[config.mk]
export PLATFORM = sky130hd
export DESIGN_NAME = controle_buzzer
export DESIGN_NICKNAME = d
export VERILOG_FILES = /design/src/rtl/controle_buzzer_pkg.sv /design/src/rtl/controle_buzzer_temporizador_toque.sv /design/src/rtl/controle_buzzer.sv
export SDC_FILE = /design/constraint.sdc
export NUM_CORES = 1
export LEC_CHECK = 0
export CORE_ASPECT_RATIO = 1.4
export CORE_MARGIN = 4
export CORE_UTILIZATION = 54
export DETAILED_ROUTE_END_ITERATION = 6
export PLACE_DENSITY = 0.77
export SKIP_LAST_GASP = 1
export SYNTH_ARGS = -nofsm -noshare
export SYNTH_HDL_FRONTEND = slang
export SYNTH_SLANG_ARGS = --single-unit
[constraint.sdc]
create_clock -name clock -period 2.3 [get_ports clock]
set_clock_uncertainty 0.05 [all_clocks]
set_input_delay 0.46 -clock clock [delete_from_list [all_inputs] [get_ports clock]]
set_output_delay 0.46 -clock clock [all_outputs]
set_load 0.02 [all_outputs]
[src/rtl/controle_buzzer_pkg.sv]
// rtl/controle_buzzer_pkg.sv - states, note constants and output decoding for the buzzer scheduler
package pkg_buzzer;

  typedef enum logic [2:0] {
    INICIAL,
    TOCA_NOTA,
    ERRO_T0,
    ERRO_P0,
    ERRO_T1,
    ERRO_P1,
    ERRO_T2,
    FIM
  } estado_t;

  localparam logic [3:0] NOTA_OITAVO = 4'b0001;
  localparam logic [3:0] NOTA_QUARTO = 4'b0010;
  localparam logic [3:0] NOTA_TERCO  = 4'b0100;
  localparam logic [3:0] NOTA_MEIO   = 4'b1000;
  localparam logic [3:0] NOTA_NENHUMA = 4'b0000;

  // Descending alarm: index 0 is the first tone played.
  localparam logic [3:0] ERRO_SEQ [3] = '{NOTA_MEIO, NOTA_TERCO, NOTA_OITAVO};

  typedef struct packed {
    logic       conta;
    logic [3:0] seletor;
    logic       ocupado;
    logic       fim;
    logic       erro;
  } saida_t;

  function automatic logic eh_one_hot(input logic [3:0] n);
    return (n != 4'b0000) && ((n & (n - 4'd1)) == 4'b0000);
  endfunction

  function automatic logic eh_pausa(input estado_t e);
    return (e == ERRO_P0) || (e == ERRO_P1);
  endfunction

  function automatic logic eh_erro(input estado_t e);
    return (e == ERRO_T0) || (e == ERRO_P0) || (e == ERRO_T1) ||
           (e == ERRO_P1) || (e == ERRO_T2);
  endfunction

  // Outputs that belong to a state, so the FSM can load them on the entering edge.
  function automatic saida_t saida_de(input estado_t e, input logic [3:0] n);
    saida_t s;
    s = '0;
    case (e)
      TOCA_NOTA: begin
        s.conta   = 1'b1;
        s.seletor = n;
      end
      ERRO_T0: begin
        s.conta   = 1'b1;
        s.seletor = ERRO_SEQ[0];
      end
      ERRO_T1: begin
        s.conta   = 1'b1;
        s.seletor = ERRO_SEQ[1];
      end
      ERRO_T2: begin
        s.conta   = 1'b1;
        s.seletor = ERRO_SEQ[2];
      end
      default: begin
        s.conta   = 1'b0;
        s.seletor = NOTA_NENHUMA;
      end
    endcase
    s.ocupado = (e != INICIAL) && (e != FIM);
    s.fim     = (e == FIM);
    s.erro    = eh_erro(e);
    return s;
  endfunction

endpackage

[src/rtl/controle_buzzer_temporizador_toque.sv]
// rtl/controle_buzzer_temporizador_toque.sv - cycle counter with clear/enable and limit compare
module temporizador_toque #(
  parameter int CW = 16
) (
  input  logic          i_clk,
  input  logic          i_rst,
  input  logic          i_limpa,
  input  logic          i_habilita,
  input  logic [CW-1:0] i_limite,
  output logic          o_fim
);

  logic [CW-1:0] r_cont;

  always_ff @(posedge i_clk) begin
    if (i_rst || i_limpa) begin
      r_cont <= '0;
    end else if (i_habilita) begin
      r_cont <= r_cont + 1'b1;
    end
  end

  assign o_fim = (r_cont == i_limite);

endmodule

[src/rtl/controle_buzzer.sv]
// rtl/controle_buzzer.sv - arbitrates the buzzer between single notes and the error pattern
module controle_buzzer
  import pkg_buzzer::*;
#(
  parameter int DURACAO_NOTA  = 500,
  parameter int DURACAO_PAUSA = 100,
  parameter int CW            = 16
) (
  input  logic       clock,
  input  logic       reset,
  input  logic       toca_nota,
  input  logic [3:0] nota,
  input  logic       toca_erro,
  output logic       buzzer_conta,
  output logic [3:0] buzzer_seletor,
  output logic       ocupado,
  output logic       fim_toque,
  output logic       tocando_erro
);

  localparam logic [CW-1:0] LIM_NOTA  = CW'(DURACAO_NOTA - 1);
  localparam logic [CW-1:0] LIM_PAUSA = CW'(DURACAO_PAUSA - 1);

  estado_t       r_estado;
  logic [3:0]    r_nota;
  saida_t        r_saida;

  logic          w_fim;
  logic          w_limpa;
  logic          w_habilita;
  logic [CW-1:0] w_limite;
  logic          w_nota_valida;

  assign w_nota_valida = toca_nota && eh_one_hot(nota);
  assign w_limite      = eh_pausa(r_estado) ? LIM_PAUSA : LIM_NOTA;
  assign w_habilita    = r_saida.ocupado;

  // Clearing on every state change keeps the counter at 0 on entry to each tone/pause.
  assign w_limpa = (r_estado == INICIAL) || (r_estado == FIM) || w_fim ||
                   ((r_estado == TOCA_NOTA) && toca_erro);

  temporizador_toque #(
    .CW(CW)
  ) u_temporizador (
    .i_clk      (clock),
    .i_rst      (reset),
    .i_limpa    (w_limpa),
    .i_habilita (w_habilita),
    .i_limite   (w_limite),
    .o_fim      (w_fim)
  );

  always_ff @(posedge clock) begin
    if (reset) begin
      r_estado <= INICIAL;
      r_nota   <= NOTA_NENHUMA;
      r_saida  <= '0;
    end else begin
      case (r_estado)
        INICIAL, FIM: begin
          if (toca_erro) begin
            r_estado <= ERRO_T0;
            r_saida  <= saida_de(ERRO_T0, r_nota);
          end else if (w_nota_valida) begin
            r_estado <= TOCA_NOTA;
            r_nota   <= nota;
            r_saida  <= saida_de(TOCA_NOTA, nota);
          end else begin
            r_estado <= INICIAL;
            r_saida  <= saida_de(INICIAL, r_nota);
          end
        end
        TOCA_NOTA: begin
          if (toca_erro) begin
            r_estado <= ERRO_T0;
            r_saida  <= saida_de(ERRO_T0, r_nota);
          end else if (w_fim) begin
            r_estado <= FIM;
            r_saida  <= saida_de(FIM, r_nota);
          end
        end
        ERRO_T0: begin
          if (w_fim) begin
            r_estado <= ERRO_P0;
            r_saida  <= saida_de(ERRO_P0, r_nota);
          end
        end
        ERRO_P0: begin
          if (w_fim) begin
            r_estado <= ERRO_T1;
            r_saida  <= saida_de(ERRO_T1, r_nota);
          end
        end
        ERRO_T1: begin
          if (w_fim) begin
            r_estado <= ERRO_P1;
            r_saida  <= saida_de(ERRO_P1, r_nota);
          end
        end
        ERRO_P1: begin
          if (w_fim) begin
            r_estado <= ERRO_T2;
            r_saida  <= saida_de(ERRO_T2, r_nota);
          end
        end
        ERRO_T2: begin
          if (w_fim) begin
            r_estado <= FIM;
            r_saida  <= saida_de(FIM, r_nota);
          end
        end
        default: begin
          r_estado <= INICIAL;
          r_saida  <= '0;
        end
      endcase
    end
  end

  assign buzzer_conta   = r_saida.conta;
  assign buzzer_seletor = r_saida.seletor;
  assign ocupado        = r_saida.ocupado;
  assign fim_toque      = r_saida.fim;
  assign tocando_erro   = r_saida.erro;

endmodule
## Word level (Yosys, flattened, before mapping)

Cells that the tools add are included.
W data, S select, Z words.

- Muxes and demuxes: 18
- Add/subtract/negate cells: 2
- Bitwise gates (word level): 1
- Equal/unequal tests: 13
- Reduce and logical (&&, ||, !) cells: 15

Operators by type and width:

| operator | count |
|---|---|
| $mux W8 | 7 |
| $pmux W8 S6 | 1 |
| $pmux W3 S7 | 1 |
| $mux W3 | 6 |
| $add A16 B1 Y16 const B | 1 |
| $eq A16 B9 Y1 | 1 |
| $eq A3 B3 Y1 const B | 4 |
| $mux W9 | 1 |
| $ne A2 B2 Y1 const B | 4 |
| $eq A3 B2 Y1 const B | 2 |
| $logic_or A1 B1 Y1 | 5 |
| $and A4 B4 Y4 | 1 |
| $logic_not A4 Y1 | 1 |
| $reduce_and A4 Y1 | 1 |
| $reduce_bool A4 Y1 | 1 |
| $reduce_or A2 Y1 | 2 |
| $sub A4 B1 Y4 const B | 1 |
| $eq A3 B1 Y1 const B | 1 |
| $logic_and A1 B1 Y1 | 3 |
| $logic_not A3 Y1 | 1 |
| $reduce_and A3 Y1 | 1 |
| $mux W2 | 1 |
| $ne A2 B1 Y1 const B | 1 |
| $mux W1 | 1 |

- Word-level logic and storage cells: 56
- Output and inout port bits: 8
- Flip-flop bits (word level): 27

## Logic depth before layout (Yosys ltp)

- Depth after elaboration: 8
- Depth in mapped cells: 7

## Cells and area by module

From an unflattened synthesis, not the netlist that was laid out.

- Cell total of the unflattened synthesis: 214
- Area total of the unflattened synthesis: 1,750.4 µm²

By module, submodules not included:

| module | cells an instance | area each (µm²) | instances | seq. area each (µm²) |
|---|---|---|---|---|
| temporizador_toque | 109 | 952.2 | 1 | 320.3 |
| controle_buzzer | 105 | 798.3 | 1 | 220.2 |

## Least setup slack after synthesis

OpenSTA, ideal clock, no wires.

- Path type: flip-flop to flip-flop
- Start: register u_temporizador.r_cont[0]
- End: register r_saida (netlist bit buzzer_conta)
- Data required time: 2.118 ns
- Slack: 0.584 ns
- Cell stages (with the launch flop): 8
- Data arrival time: 1.533 ns
- Path buffers: 1
- Path through: dfxtp_1 -> ha_1 -> and3_1 -> nand4_1 -> a21o_1 -> buf_2 -> a311oi_1 -> a21oi_1

- Cells in the longest elaborated chain, start to end: 4
- Elaborated cells on any way between the ends: 8
- Those cells by class: 4 x eq/ne; 3 x mux; 1 x reduce/logical

RTL lines:

| element | RTL line | text |
|---|---|---|
| start: declaration | controle_buzzer_temporizador_toque.sv:13 | `logic [CW-1:0] r_cont;` |
| start signal: assignment | controle_buzzer_temporizador_toque.sv:19 | `r_cont <= r_cont + 1'b1;` |
| $eq A16 B9 Y1 (*) | controle_buzzer_temporizador_toque.sv:23 | `assign o_fim = (r_cont == i_limite);` |
| $mux W8 (2 in series) | - |  |
| $pmux W8 S6 | - |  |
| end signal: assignment | controle_buzzer.sv:63 | `r_saida <= saida_de(ERRO_T0, r_nota);` |
| end signal: assignment | controle_buzzer.sv:67 | `r_saida <= saida_de(TOCA_NOTA, nota);` |
| end signal: assignment | controle_buzzer.sv:70 | `r_saida <= saida_de(INICIAL, r_nota);` |
| end: declaration | controle_buzzer.sv:26 | `saida_t r_saida;` |

Mark *: on every way between the ends. The rest lies on a longest branch, timed or not.
A chain may end at the register's enable or synchronous reset.

## Worst setup path after layout

- Start: register r_estado[1]
- End: register r_estado[0]

- Cells in the longest elaborated chain, start to end: 7
- Elaborated cells on any way between the ends: 20
- Those cells by class: 12 x eq/ne; 4 x mux; 4 x reduce/logical

RTL lines:

| element | RTL line | text |
|---|---|---|
| start: declaration | controle_buzzer.sv:24 | `estado_t r_estado;` |
| start signal: assignment | controle_buzzer.sv:55 | `r_estado <= INICIAL;` |
| start signal: assignment | controle_buzzer.sv:62 | `r_estado <= ERRO_T0;` |
| start signal: assignment | controle_buzzer.sv:65 | `r_estado <= TOCA_NOTA;` |
| $eq A3 B2 Y1 / $eq A3 B3 Y1 (equally long branches) | controle_buzzer_pkg.sv:37, controle_buzzer.sv:59 |  |
| $logic_or A1 B1 Y1 | controle_buzzer_pkg.sv:37 | `return (e == ERRO_P0) \|\| (e == ERRO_P1);` |
| $mux W9 | controle_buzzer.sv:35 | `assign w_limite = eh_pausa(r_estado) ? LIM_PAUSA : LIM_NOTA;` |
| $eq A16 B9 Y1 | controle_buzzer_temporizador_toque.sv:23 |  |
| $mux W3 (2 in series) | - |  |
| $pmux W3 S7 | controle_buzzer.sv:59 | `case (r_estado)` |

Several ways; a longest one is shown, not always the timed one.

==> results.md <==
* Status: finished clean
* Setup TNS at 0 ps
* Post-synth EDFFs at 0
* Final Cell Area at 0.00161 sq mm
* Final ANT Viol Nets at 0
* # rows at 21
* Worst-margin pin slew at 614 ps
* Setup slack at placement at 45.3 ps
* Nets@finish at 193
* Die area at 0.00346 sq mm
* Yosys reg bits at 27
* Synth top area cells: dfxtp_1 39%, xor2_1 7.6%, nor2_1 6.5%
* Hold Vio Cnt, Final at 0
* Synth Area in Compound Gates at about an eighth
* Vias per std cell at around 5.8
* First-pass GRT wire length at 5460 um
* Crit path launch: r_estado[1]$_SDFFE_PP0P_
* Static Leak at 0.518 nW
* Fin. max-slew vios at 0
* R2r startpoint: r_estado[1]$_SDFFE_PP0P_
* Final min period at 2070 ps
* Main combinational cell family by area after synthesis: simple AND/OR/NAND/NOR gates
* Detailed-route via count at 1,251
* Post-CTS Hold Buffers at 0
* Post-synth ARST share at 0%
* Post-Syn Nets at 177
* I/O pins at 16
* CP required at 2510 ps
* Die height at 68.0 um
* Hold Crit Start: tocando_erro$_SDFFE_PP0P_
* CTS clk-pin slew, worst paths at 160 ps
* Die Wd at about 51 um
* Area of the mapped netlist at about 0.0014 sq mm
* Sequential fraction of the synthesis area at around 40%
* Cells after Synth at 168
* Initial drt markers at 42
* Num CTS Buffers at 3
* Unrepaired setup endpoints after global routing: false
* WS Path Type: flip-flop to flip-flop
* Layout Utilization at between 60% and 70%
* CP Capture Type: flip-flop
* Routed WL at 3020 um
* Core Area at 0.00242 sq mm
* Min-delay worst type: flip-flop to flip-flop
* DP Area at 0.00158 sq mm
* H-tree levels at 1
* CTS sink cnt at 27
* Multiplexer share of the synthesized area at under 10%
* Cell taking the most area after synthesis: dfxtp_1
* HPWL after DPL at approximately 2300 um
* MaxCap Viol Count at 0
* Share of layout cells above drive strength 1 at 6.01%
* Synthesized area per cell at 8.27 sq um
* Startpoint Class: flip-flop
* Layout overhead on the synthesized area at 15.7%
* Vias in the first global route at around 1,200
* Most frequent cell after synthesis: dfxtp_1
* Wirelength per Cell at 13.9 um
* Synth warn at 0
* Post-Synth Adder-Cell Area at 0.900%
* Total power at 798 uW
* Post-synth top flop: dfxtp_1
* Antenna cells at 0
* CTS tree: built
* Largest net degree at the start of global routing at 17
* All-Layer GR Usage at 20.4%
* Pwr/cell area at 497 mW/mm^2
* VDD IR max at 0.000423 V
* Worst setup margin at 225 ps
* RD Place Congestion at 0.851
* Rel. slew slack at 58.9%
* Root Driver: clkbuf_4
* Post-cts sizing count at 0
* Max clock buf depth at 2
* Grt ovf at 0
* Port bufs at 15
* Synth Area in Simple Gates at 31.8%
* Clk Latency, worst-skew pair at 330 ps
* Detailed Routing Iterations Pass 1 at 4
* Setup Buffers After CTS at 0
* Top cells by count, synth: 27 x dfxtp_1, 24 x nor2_1, 12 x xor2_1
* Final period util at 90.2%
* Antenna violations before repair at 0
* Share of the synthesized area in the top cell type at 38.9%
* Final setup vio count at 0
* Post-synthesis xor/xnor area fraction at between 10% and 20%
* Initial Util at a little under three fifths
* Worst Path Arrival at 2280 ps
* Crit path max fanout at 14
* Post-synth cell types at 36
* Drc violations at 0
* Achievable Freq at 482 MHz
worst max-delay path, cell delays in order (launching register included):
cell	delay, ps
dfxtp_1	610
xor2_1	270
nand3_1	160
a21o_1	360
or3_1	400
a31oi_1	150
routing by layer:
metal	vias up	wire length, um	global-route usage [%]
met1	589	1230	23.0
met3	4	110	3.70
met4	0	36	8.08
met2	21	1630	37.7
met5	-	0	0
li1	637	-	-
cell families (layout without fill, tap and decap cells):
family	Yosys count	after routing
muxes	2	2
and+or+nand+nor	82	82
xor gates and xnor gates	18	18
buffers and inverters	10	25
adders and majority gates	1	1
DFF	27	27
AOI/OAI and AO/OA	28	28
sequential cells by signal, summed over array words and instances, names as in the netlist:
name / cells
u_temporizador.r_cont: 16
buzzer_seletor: 4
r_estado: 3
buzzer_conta: 1
fim_toque: 1
ocupado: 1
tocando_erro: 1
metrics by stage:
stage                     hold slack (ps)  std cells
final                                 427        217
after CTS                             428        217
after global routing                  460        217
after detailed placement              409        213
after floorplan                       431        168
after global placement                404        213
final cells by class:
cell class	count	area [sq um]
fillers	210	810
multi-input cells	131	808
flip-flops and latches	27	542
repair buffers	19	180
well taps	34	42.5
clock buffers	3	22.5
inverters	2	7.51
clock inverters	1	5.00
cell usage in the layout (no fill, tap or decap), drive strengths merged, types with 4 or more instances in the layout:
cell type and instances:
a21oi 10, nand2 9, nor3 6, nand4 8, clkdlybuf4s50 15, xnor2 6, xor2 12, nand3 10
nor2 24, nor4b 4, nand2b 5, and3 4, dfxtp 27, buf 4, a31oi 6
where the power goes:
part	internal [mW]	switching (mW)	leakage, nW
logic	0.0486	0.0552	0.281
registers	0.477	0.0115	0.219
clock network	0.0652	0.141	0.0177
total	0.591	0.208	0.518
worst paths after layout:
path                                to  slack (ps)  cells after the start
max           r_estado[0]$_SDFFE_PP0P_         230                      5
min reg2reg  tocando_erro$_SDFFE_PP0P_         430                      2
max reg2reg   r_estado[0]$_SDFFE_PP0P_         230                      5
min          tocando_erro$_SDFFE_PP0P_         430                      2
Note: power is estimated with default switching activity, not from simulation.
